$ cat config.mk
export PLATFORM = sky130hd
export DESIGN_NAME = four_digit_led_driver
export DESIGN_NICKNAME = d
export VERILOG_FILES = /design/src/rtl/led_pkg.sv /design/src/rtl/led_decoder.sv /design/src/rtl/four_digit_led_driver.sv
export SDC_FILE = /design/constraint.sdc
export NUM_CORES = 1
export LEC_CHECK = 0
export CAP_MARGIN = 20
export CORE_ASPECT_RATIO = 1.25
export CORE_UTILIZATION = 40
export CTS_CLUSTER_SIZE = 8
export DETAILED_ROUTE_END_ITERATION = 8
export GPL_TIMING_DRIVEN = 1
export PLACE_DENSITY = 0.67
export SYNTH_ARGS = -nofsm -noshare
export SYNTH_HDL_FRONTEND = slang
export SYNTH_HIERARCHICAL = 1
export SYNTH_SLANG_ARGS = --single-unit
$ cat constraint.sdc
create_clock -name clk -period 2.9 [get_ports clk]
set_input_delay 0.29 -clock clk [delete_from_list [all_inputs] [get_ports clk]]
set_output_delay 0.29 -clock clk [all_outputs]
set_load 0.02 [all_outputs]
$ cat src/rtl/led_pkg.sv
// Shared constants for the 4-digit LED driver: active-low segment patterns
// ({a,b,c,d,e,f,g}) for hex digits and the scan phase encodings.
package led_pkg;

    localparam logic [1:0] PH_LOAD  = 2'b11;
    localparam logic [1:0] PH_BLANK = 2'b00;

    localparam logic [6:0] SEG_0 = 7'b0000001;
    localparam logic [6:0] SEG_1 = 7'b1001111;
    localparam logic [6:0] SEG_2 = 7'b0010010;
    localparam logic [6:0] SEG_3 = 7'b0000110;
    localparam logic [6:0] SEG_4 = 7'b1001100;
    localparam logic [6:0] SEG_5 = 7'b0100100;
    localparam logic [6:0] SEG_6 = 7'b0100000;
    localparam logic [6:0] SEG_7 = 7'b0001111;
    localparam logic [6:0] SEG_8 = 7'b0000000;
    localparam logic [6:0] SEG_9 = 7'b0000100;
    localparam logic [6:0] SEG_A = 7'b0001000;
    localparam logic [6:0] SEG_B = 7'b1100000;
    localparam logic [6:0] SEG_C = 7'b0110001;
    localparam logic [6:0] SEG_D = 7'b1000010;
    localparam logic [6:0] SEG_E = 7'b0110000;
    localparam logic [6:0] SEG_F = 7'b0111000;

    function automatic logic [6:0] hex2seg(input logic [3:0] hex);
        case (hex)
            4'h0: return SEG_0;
            4'h1: return SEG_1;
            4'h2: return SEG_2;
            4'h3: return SEG_3;
            4'h4: return SEG_4;
            4'h5: return SEG_5;
            4'h6: return SEG_6;
            4'h7: return SEG_7;
            4'h8: return SEG_8;
            4'h9: return SEG_9;
            4'hA: return SEG_A;
            4'hB: return SEG_B;
            4'hC: return SEG_C;
            4'hD: return SEG_D;
            4'hE: return SEG_E;
            default: return SEG_F;
        endcase
    endfunction

endpackage

$ cat src/rtl/led_decoder.sv
// Combinational hex -> active-low 7-segment decoder.
module led_decoder
    import led_pkg::*;
(
    input  logic [3:0] hex,
    output logic [6:0] seg
);

    assign seg = hex2seg(hex);

endmodule

$ cat src/rtl/four_digit_led_driver.sv
// Time-multiplexed 4-digit common-anode driver: each digit slot is
// LOAD, ON, ON, BLANK; outputs are registered and follow the new scan state.
module four_digit_led_driver
    import led_pkg::*;
#(
    parameter int          DIV_RATIO = 16,
    parameter logic [15:0] MESSAGE   = 16'h0123
) (
    input  logic clk,
    input  logic reset,
    output logic an3,
    output logic an2,
    output logic an1,
    output logic an0,
    output logic a,
    output logic b,
    output logic c,
    output logic d,
    output logic e,
    output logic f,
    output logic g,
    output logic dp
);

    localparam int DW = (DIV_RATIO > 1) ? $clog2(DIV_RATIO) : 1;

    logic [DW-1:0] div_cnt;
    logic          tick;
    logic [3:0]    st, st_nx;
    logic [3:0]    an_r, an_nx;
    logic [6:0]    seg_r, seg_dec;
    logic [3:0]    nib;

    assign tick  = (div_cnt == DW'(DIV_RATIO - 1));
    assign st_nx = st - 4'd1;
    // Digit nibble for the slot the counter is about to enter.
    assign nib   = MESSAGE[{st_nx[3:2], 2'b00} +: 4];

    led_decoder u_dec (
        .hex (nib),
        .seg (seg_dec)
    );

    always_comb begin
        an_nx = 4'hF;
        if (st_nx[1:0] != PH_LOAD && st_nx[1:0] != PH_BLANK)
            an_nx[st_nx[3:2]] = 1'b0;
    end

    always_ff @(posedge clk or posedge reset) begin
        if (reset) begin
            div_cnt <= '0;
            st      <= 4'hF;
            an_r    <= 4'hF;
            seg_r   <= hex2seg(MESSAGE[15:12]);
        end else begin
            div_cnt <= tick ? '0 : div_cnt + DW'(1);
            if (tick) begin
                st   <= st_nx;
                an_r <= an_nx;
                if (st_nx[1:0] == PH_LOAD)
                    seg_r <= seg_dec;
            end
        end
    end

    assign {an3, an2, an1, an0}   = an_r;
    assign {a, b, c, d, e, f, g}  = seg_r;
    assign dp                     = 1'b1;

endmodule

==> results.toml, run 1 <==
[outcome]
status = "finished, final reports clean"

[cts]
cts_buffers = 3
clk_pin_slew_ns = 0.11
h-tree-depth = 1
tritoncts = "built"
clock_sinks = 19
clockBufferDepth = 2
postCtsSetupRepairBufs = 0
cts_hold_buf = 0
cts_root_buf = "clkbuf_4"
cts-resized-gates = 0
insertion_delay_ns = 0.29

[timing]
min_period_ns = 2.39
setup_tns_ns = 0
final_max_slew_viol_count = 0
finClkSkew_ns = 0.00515
max-slew-margin-rel_pct = 53.2
hold_slack_ns = 0.405
fmaxAchievable_mhz = 418
setup_viol = 0
tightest_slew_ns = 0.702
period_share_pct = 82.5
hold_viol = 0
grt_setup_unrepaired = "no"

[layout]
seq_area_um2 = 487
area.growth.synth_to_final_pct = 16.2
nNetsFinal = 130
multi_input_area_um2 = 559
final.fill_count = 229
diodes = 0
drive_gt1_share_pct = 22.0
design_area_mm2 = 0.00127
final_cells = 151

[critical_path]
crit_required_ns = 3.08
cp_top_family = "flip-flops"
path_buf_inv = 2
cp_slowest_cell = "dfstp_2"
rrSetupSlack_ns = 0.51
worstPathMaxFanout = 8
r2r_start = "st[0]$_DFFE_PP1N_"
path_cells = "inv_1 > ha_1 > xnor2_1 > inv_1 > ha_1 > nand2_1 > mux2i_1 > mux2_4"
end_kind = "flip-flop"
critPathKind = "reg -> reg"
cp-start-kind = "flip-flop"
critPathMaxStageDelay_ns = 0.57
r2r_end = "seg_r[4]$_DFFE_PP0P_"
critical_path_arrival_ns = 2.57
ff2ff_path_depth = 8

[power_and_ir_drop]
p_sw_share_pct = 23.3
leakage_uw = 0.000587
pwr-share-clk_pct = 29.1
comb_power_share_pct = 10.0
irDropWorstVdd_v = 0.000150
p_int_uw = 346
power.switching_uw = 105
power.density_mw_per_mm2 = 355
seq_power_share_pct = 60.8

[global_routing]
antenna_found_initial = 0
grt_pass1_wl_um = 3040
grtUsageMet1_pct = 17.5
overflow = 0
grt_pass1_vias = 683
grt_max_degree = 20
grt.busiest_layer = "met2"
met3_usage_pct = 2.26
grt_util_all_layers_pct = 13.6
use_met2_pct = 22.8

[synth]
synth_seq_area_share_pct = 44.5
yosysTopAreaCell = "dfrtp_1"
synthCells = 101
avgSynthCellArea_um2 = 10.8
synth_area_mm2 = 0.00109
synth_top_area_share_pct = 22.9
ys_seq_elements = 19
ys_warn_count = 6
synth_flop_cell = "dfrtp_1"
synth_cell_types = 32
async_reset_ff_share_pct = 100
synth_area_leaders = "dfrtp_1, dfstp_2, ha_1"
synth_edf_count = 0

[placement]
placed_cells = 147
portBuffers = 12
placed_cell_area_mm2 = 0.00124
dp_hpwl_um = 1290
gp_congestion = 0.857

[detailed_routing]
wl_um = 1750
viasPerCell = 4.70
drc_errors = 0
vias = 709
ant_nets = 0
drt_first_iter_violations = 9
firstDrtPassIters = 4
routedWlPerCell_um = 11.6

[die]
core_region_area_mm2 = 0.00250
fp-row-count = 20
initial_utilization_pct = 43.7
dieWidth_um = 48.8
io_pins = 14
die_h_um = 60.5
die-area_mm2 = 0.00295

[job]
cap_violations = 0

[hold_path]
hp-class = "in -> async"
power groups by stage:
stage          clock network [uW]  registers (uW)  logic (uW)
4_1_cts                       138             274        44.8
6_report                      131             274        45.3
5_1_grt                       148             275        49.8
3_3_place_gp                    0             279        44.7
2_1_floorplan                   0             285        26.4
3_5_place_dp                    0             279        44.8
how the worst max path moves through the flow:
stage | from | to | depth (start not counted)
after detailed placement | st[0]$_DFFE_PP1N_ | seg_r[4]$_DFFE_PP0P_ | 8
after CTS | st[0]$_DFFE_PP1N_ | seg_r[4]$_DFFE_PP0P_ | 8
final | st[0]$_DFFE_PP1N_ | seg_r[4]$_DFFE_PP0P_ | 8
after floorplan | st[0]$_DFFE_PP1N_ | seg_r[4]$_DFFE_PP0P_ | 8
after global routing | st[0]$_DFFE_PP1N_ | seg_r[4]$_DFFE_PP0P_ | 8
after global placement | st[0]$_DFFE_PP1N_ | seg_r[4]$_DFFE_PP0P_ | 8
cell families after synthesis:
logic type | Yosys count | share of synthesized area [%]
muxes | 9 | 11.6
AOI/OAI and AO/OA | 20 | 10.6
other | 2 | 0.687
adders and majority gates | 9 | 10.3
and+or+nand+nor | 22 | 9.96
xor gates and xnor gates | 7 | 6.29
buffers and inverters | 13 | 6.06
DFF | 19 | 44.5
metal layers:
layer  up-vias  wire [um]
met5         -          0
met4         0         12
met3         2         36
met2         9        857
met1       337        842
li1        361          -
metrics by stage:
stage	util (%)	total power (uW)	setup slack, ns
2_1_floorplan	-	312	0.739
3_3_place_gp	49.8	323	0.627
3_5_place_dp	49.8	324	0.519
4_1_cts	50.8	457	0.517
5_1_grt	50.8	473	0.306
6_report	50.8	451	0.508
synth_stat cells, types with 3 or more instances:
| master | instances |
|---|---|
| dfrtp_1 | 10 |
| dfstp_2 | 9 |
| ha_1 | 9 |
| inv_1 | 7 |
| mux2_4 | 7 |
| nand2_1 | 7 |
| nor2_1 | 7 |
| a31oi_1 | 5 |
| o21ai_0 | 5 |
| xnor2_1 | 5 |
| a21oi_1 | 3 |
state kept, by name, summed over array words and instances (netlist names):
register / flops
an_r: 4
div_cnt: 4
st: 4
seg_r: 7
layout by cell type (no fill, tap or decap), types with 7 or more instances in the layout:
cell type / count
dfstp_2: 9
mux2_4: 7
conb_1: 7
dfrtp_1: 10
nand2_1: 7
inv_1: 7
clkdlybuf4s50_1: 12
ha_1: 9
nor2_1: 7
cell type report:
cell class,count,share of cell area [%]
Timing Repair Buffer,13,10.0
Multi-Input combinational cell,74,44.0
Sequential cell,19,38.3
Inverter,8,2.36
Clock buffer,4,2.07
Tap cell,33,3.25
No activity file was read; power rests on OpenSTA's default activity.
==> run 2, diff against run 1 <==
--- a/config.mk
+++ b/config.mk
@@ -11,7 +11,7 @@
 export CTS_CLUSTER_SIZE = 8
 export DETAILED_ROUTE_END_ITERATION = 8
 export GPL_TIMING_DRIVEN = 1
-export PLACE_DENSITY = 0.67
+export PLACE_DENSITY = 0.69
 export SYNTH_ARGS = -nofsm -noshare
 export SYNTH_HDL_FRONTEND = slang
 export SYNTH_HIERARCHICAL = 1
==> constraint.sdc (replaced) <==
create_clock -name clk -period 2.2 [get_ports clk]
set_input_delay 0.22 -clock clk [delete_from_list [all_inputs] [get_ports clk]]
set_output_delay 0.22 -clock clk [all_outputs]
set_load 0.02 [all_outputs]
==> results.toml, run 2 (same netlist as run 1, synthesis figures left out) <==
[global_routing]
grt_max_degree = 20
grt_util_all_layers_pct = 14.9
overflow = 0
grt_pass1_wl_um = 3260
met3_usage_pct = 2.26
antenna_found_initial = 0
grt_pass1_vias = 747
grt.busiest_layer = "met2"
grtUsageMet1_pct = 17.7
use_met2_pct = 25.8

[cts]
cts_buffers = 3
insertion_delay_ns = 0.30
h-tree-depth = 1
cts_root_buf = "clkbuf_4"
cts_hold_buf = 0
clk_pin_slew_ns = 0.11
clock_sinks = 19
tritoncts = "built"
clockBufferDepth = 2

[timing]
final_max_slew_viol_count = 0
hold_slack_ns = 0.320
fmaxAchievable_mhz = 480
finClkSkew_ns = 0.00764
min_period_ns = 2.08
max-slew-margin-rel_pct = 53.2
tightest_slew_ns = 0.702
period_share_pct = 94.7
hold_viol = 0
setup_viol = 0

[power_and_ir_drop]
irDropWorstVdd_v = 0.000282
power.density_mw_per_mm2 = 454
leakage_uw = 0.000624

[detailed_routing]
drc_errors = 0
firstDrtPassIters = 3
wl_um = 1860
viasPerCell = 4.78
ant_nets = 0
vias = 751
drt_first_iter_violations = 19
routedWlPerCell_um = 11.8

[placement]
dp_hpwl_um = 1320
placed_cells = 152
gp_congestion = 0.802
portBuffers = 12

[layout]
diodes = 0
seq_area_um2 = 487
final_cells = 157
regMostFlops = "seg_r"
layout_common_cells = "clkdlybuf4s50_1, dfrtp_1, dfstp_2"
multi_input_area_um2 = 573
largest_reg_flops = 7
final_common_cell = "clkdlybuf4s50_1"
nNetsFinal = 136
final.fill_count = 243
drive_gt1_share_pct = 28.2
area.growth.synth_to_final_pct = 21.6

[critical_path]
worstPathMaxFanout = 4
end_kind = "flip-flop"
path_buf_inv = 1
cp_slowest_cell = "dfstp_2"
critical_path_arrival_ns = 2.28
crit_required_ns = 2.39
critPathKind = "reg -> reg"
critPathMaxStageDelay_ns = 0.57
path_cells = "inv_1 > ha_2 > xnor2_2 > ha_1 > or2_2 > o21ai_0 > o21ai_0 > mux2_4"
cp_top_family = "flip-flops"
crit_top_cell = "o21ai_0"
cp-start-kind = "flip-flop"

[die]
core_region_area_mm2 = 0.00250
fp-row-count = 20
dieWidth_um = 48.8
die_h_um = 60.5
die-area_mm2 = 0.00295
initial_utilization_pct = 43.7
io_pins = 14

[job]
cap_violations = 0

[hold_path]
hp-class = "in -> async"

[outcome]
status = "finished, final reports clean"
[run 2: changes by cell type in the layout (fill, tap and decap cells not counted)]
cell,delta
a21oi_2,+1
a21oi_1,-1
xnor2_2,+1
ha_1,-1
buf_4,+6
xnor2_1,-1
ha_2,+1
[run 2: final cells by class]
cell class	instances	share of cell area, %
multi-input combinational	74	43.1
inverter	8	2.26
sequential	19	36.6
clock buffer	4	1.98
timing repair buffer	19	13.0
tap	33	3.10
[run 2: worst paths after layout]
| check | start | to | slack, ns | cells past startpoint |
|---|---|---|---|---|
| min in group clk | div_cnt[3]$_DFF_PP0_ | div_cnt[3]$_DFF_PP0_ | 0.49 | 1 |
| max in group asynchronous | reset | div_cnt[3]$_DFF_PP0_ | 1.43 | 2 |
| worst max-delay path | st[0]$_DFFE_PP1N_ | seg_r[6]$_DFFE_PP0P_ | 0.12 | 8 |
| worst min-delay path | reset | seg_r[1]$_DFFE_PP0P_ | 0.32 | 2 |
| worst max register to register | st[0]$_DFFE_PP1N_ | seg_r[6]$_DFFE_PP0P_ | 0.12 | 8 |
| worst min register to register | div_cnt[3]$_DFF_PP0_ | div_cnt[3]$_DFF_PP0_ | 0.49 | 1 |
[run 2: worst register-to-register path, delay by kind of cell, from the launching register on]
kind                       cells  cell delay, ns
DFF                            1            0.57
adders and majority gates      2            0.43
and+or+nand+nor                1            0.29
muxes                          1            0.26
AOI/OAI and AO/OA              2            0.18
xor gates and xnor gates       1            0.17
buffers and inverters          1            0.07
[run 2: report_power, final]
part	switching (uW)	total, uW	internal [uW]
combinational	32.5	60.4	27.8
clock	112	182	70.7
sequential	3.56	361	358
[run 2: per-stage QoR]
step,instance area (um2),power [uW],setup slack [ns],setup TNS (ns),utilization [%]
2_1_floorplan,1110,411,0.0393,0,-
3_3_place_gp,1280,425,0.104,0,51.2
3_5_place_dp,1280,426,0.0634,0,51.2
4_1_cts,1310,604,0.0226,0,52.3
5_1_grt,1330,628,-0.00857,-0.00944,53.2
6_report,1330,604,0.118,0,53.2
[run 2: timing repair]
action                     in CTS  in global routing
setup endpoints to repair       0                  4
gates resized for setup         0                  3
setup buffers                   0                  1
[run 2: per-layer routing]
layer	up-vias	share of wire [%]
met1	363	47
met4	0	1.9
met2	9	49
met5	-	0
met3	4	2.2
li1	375	-
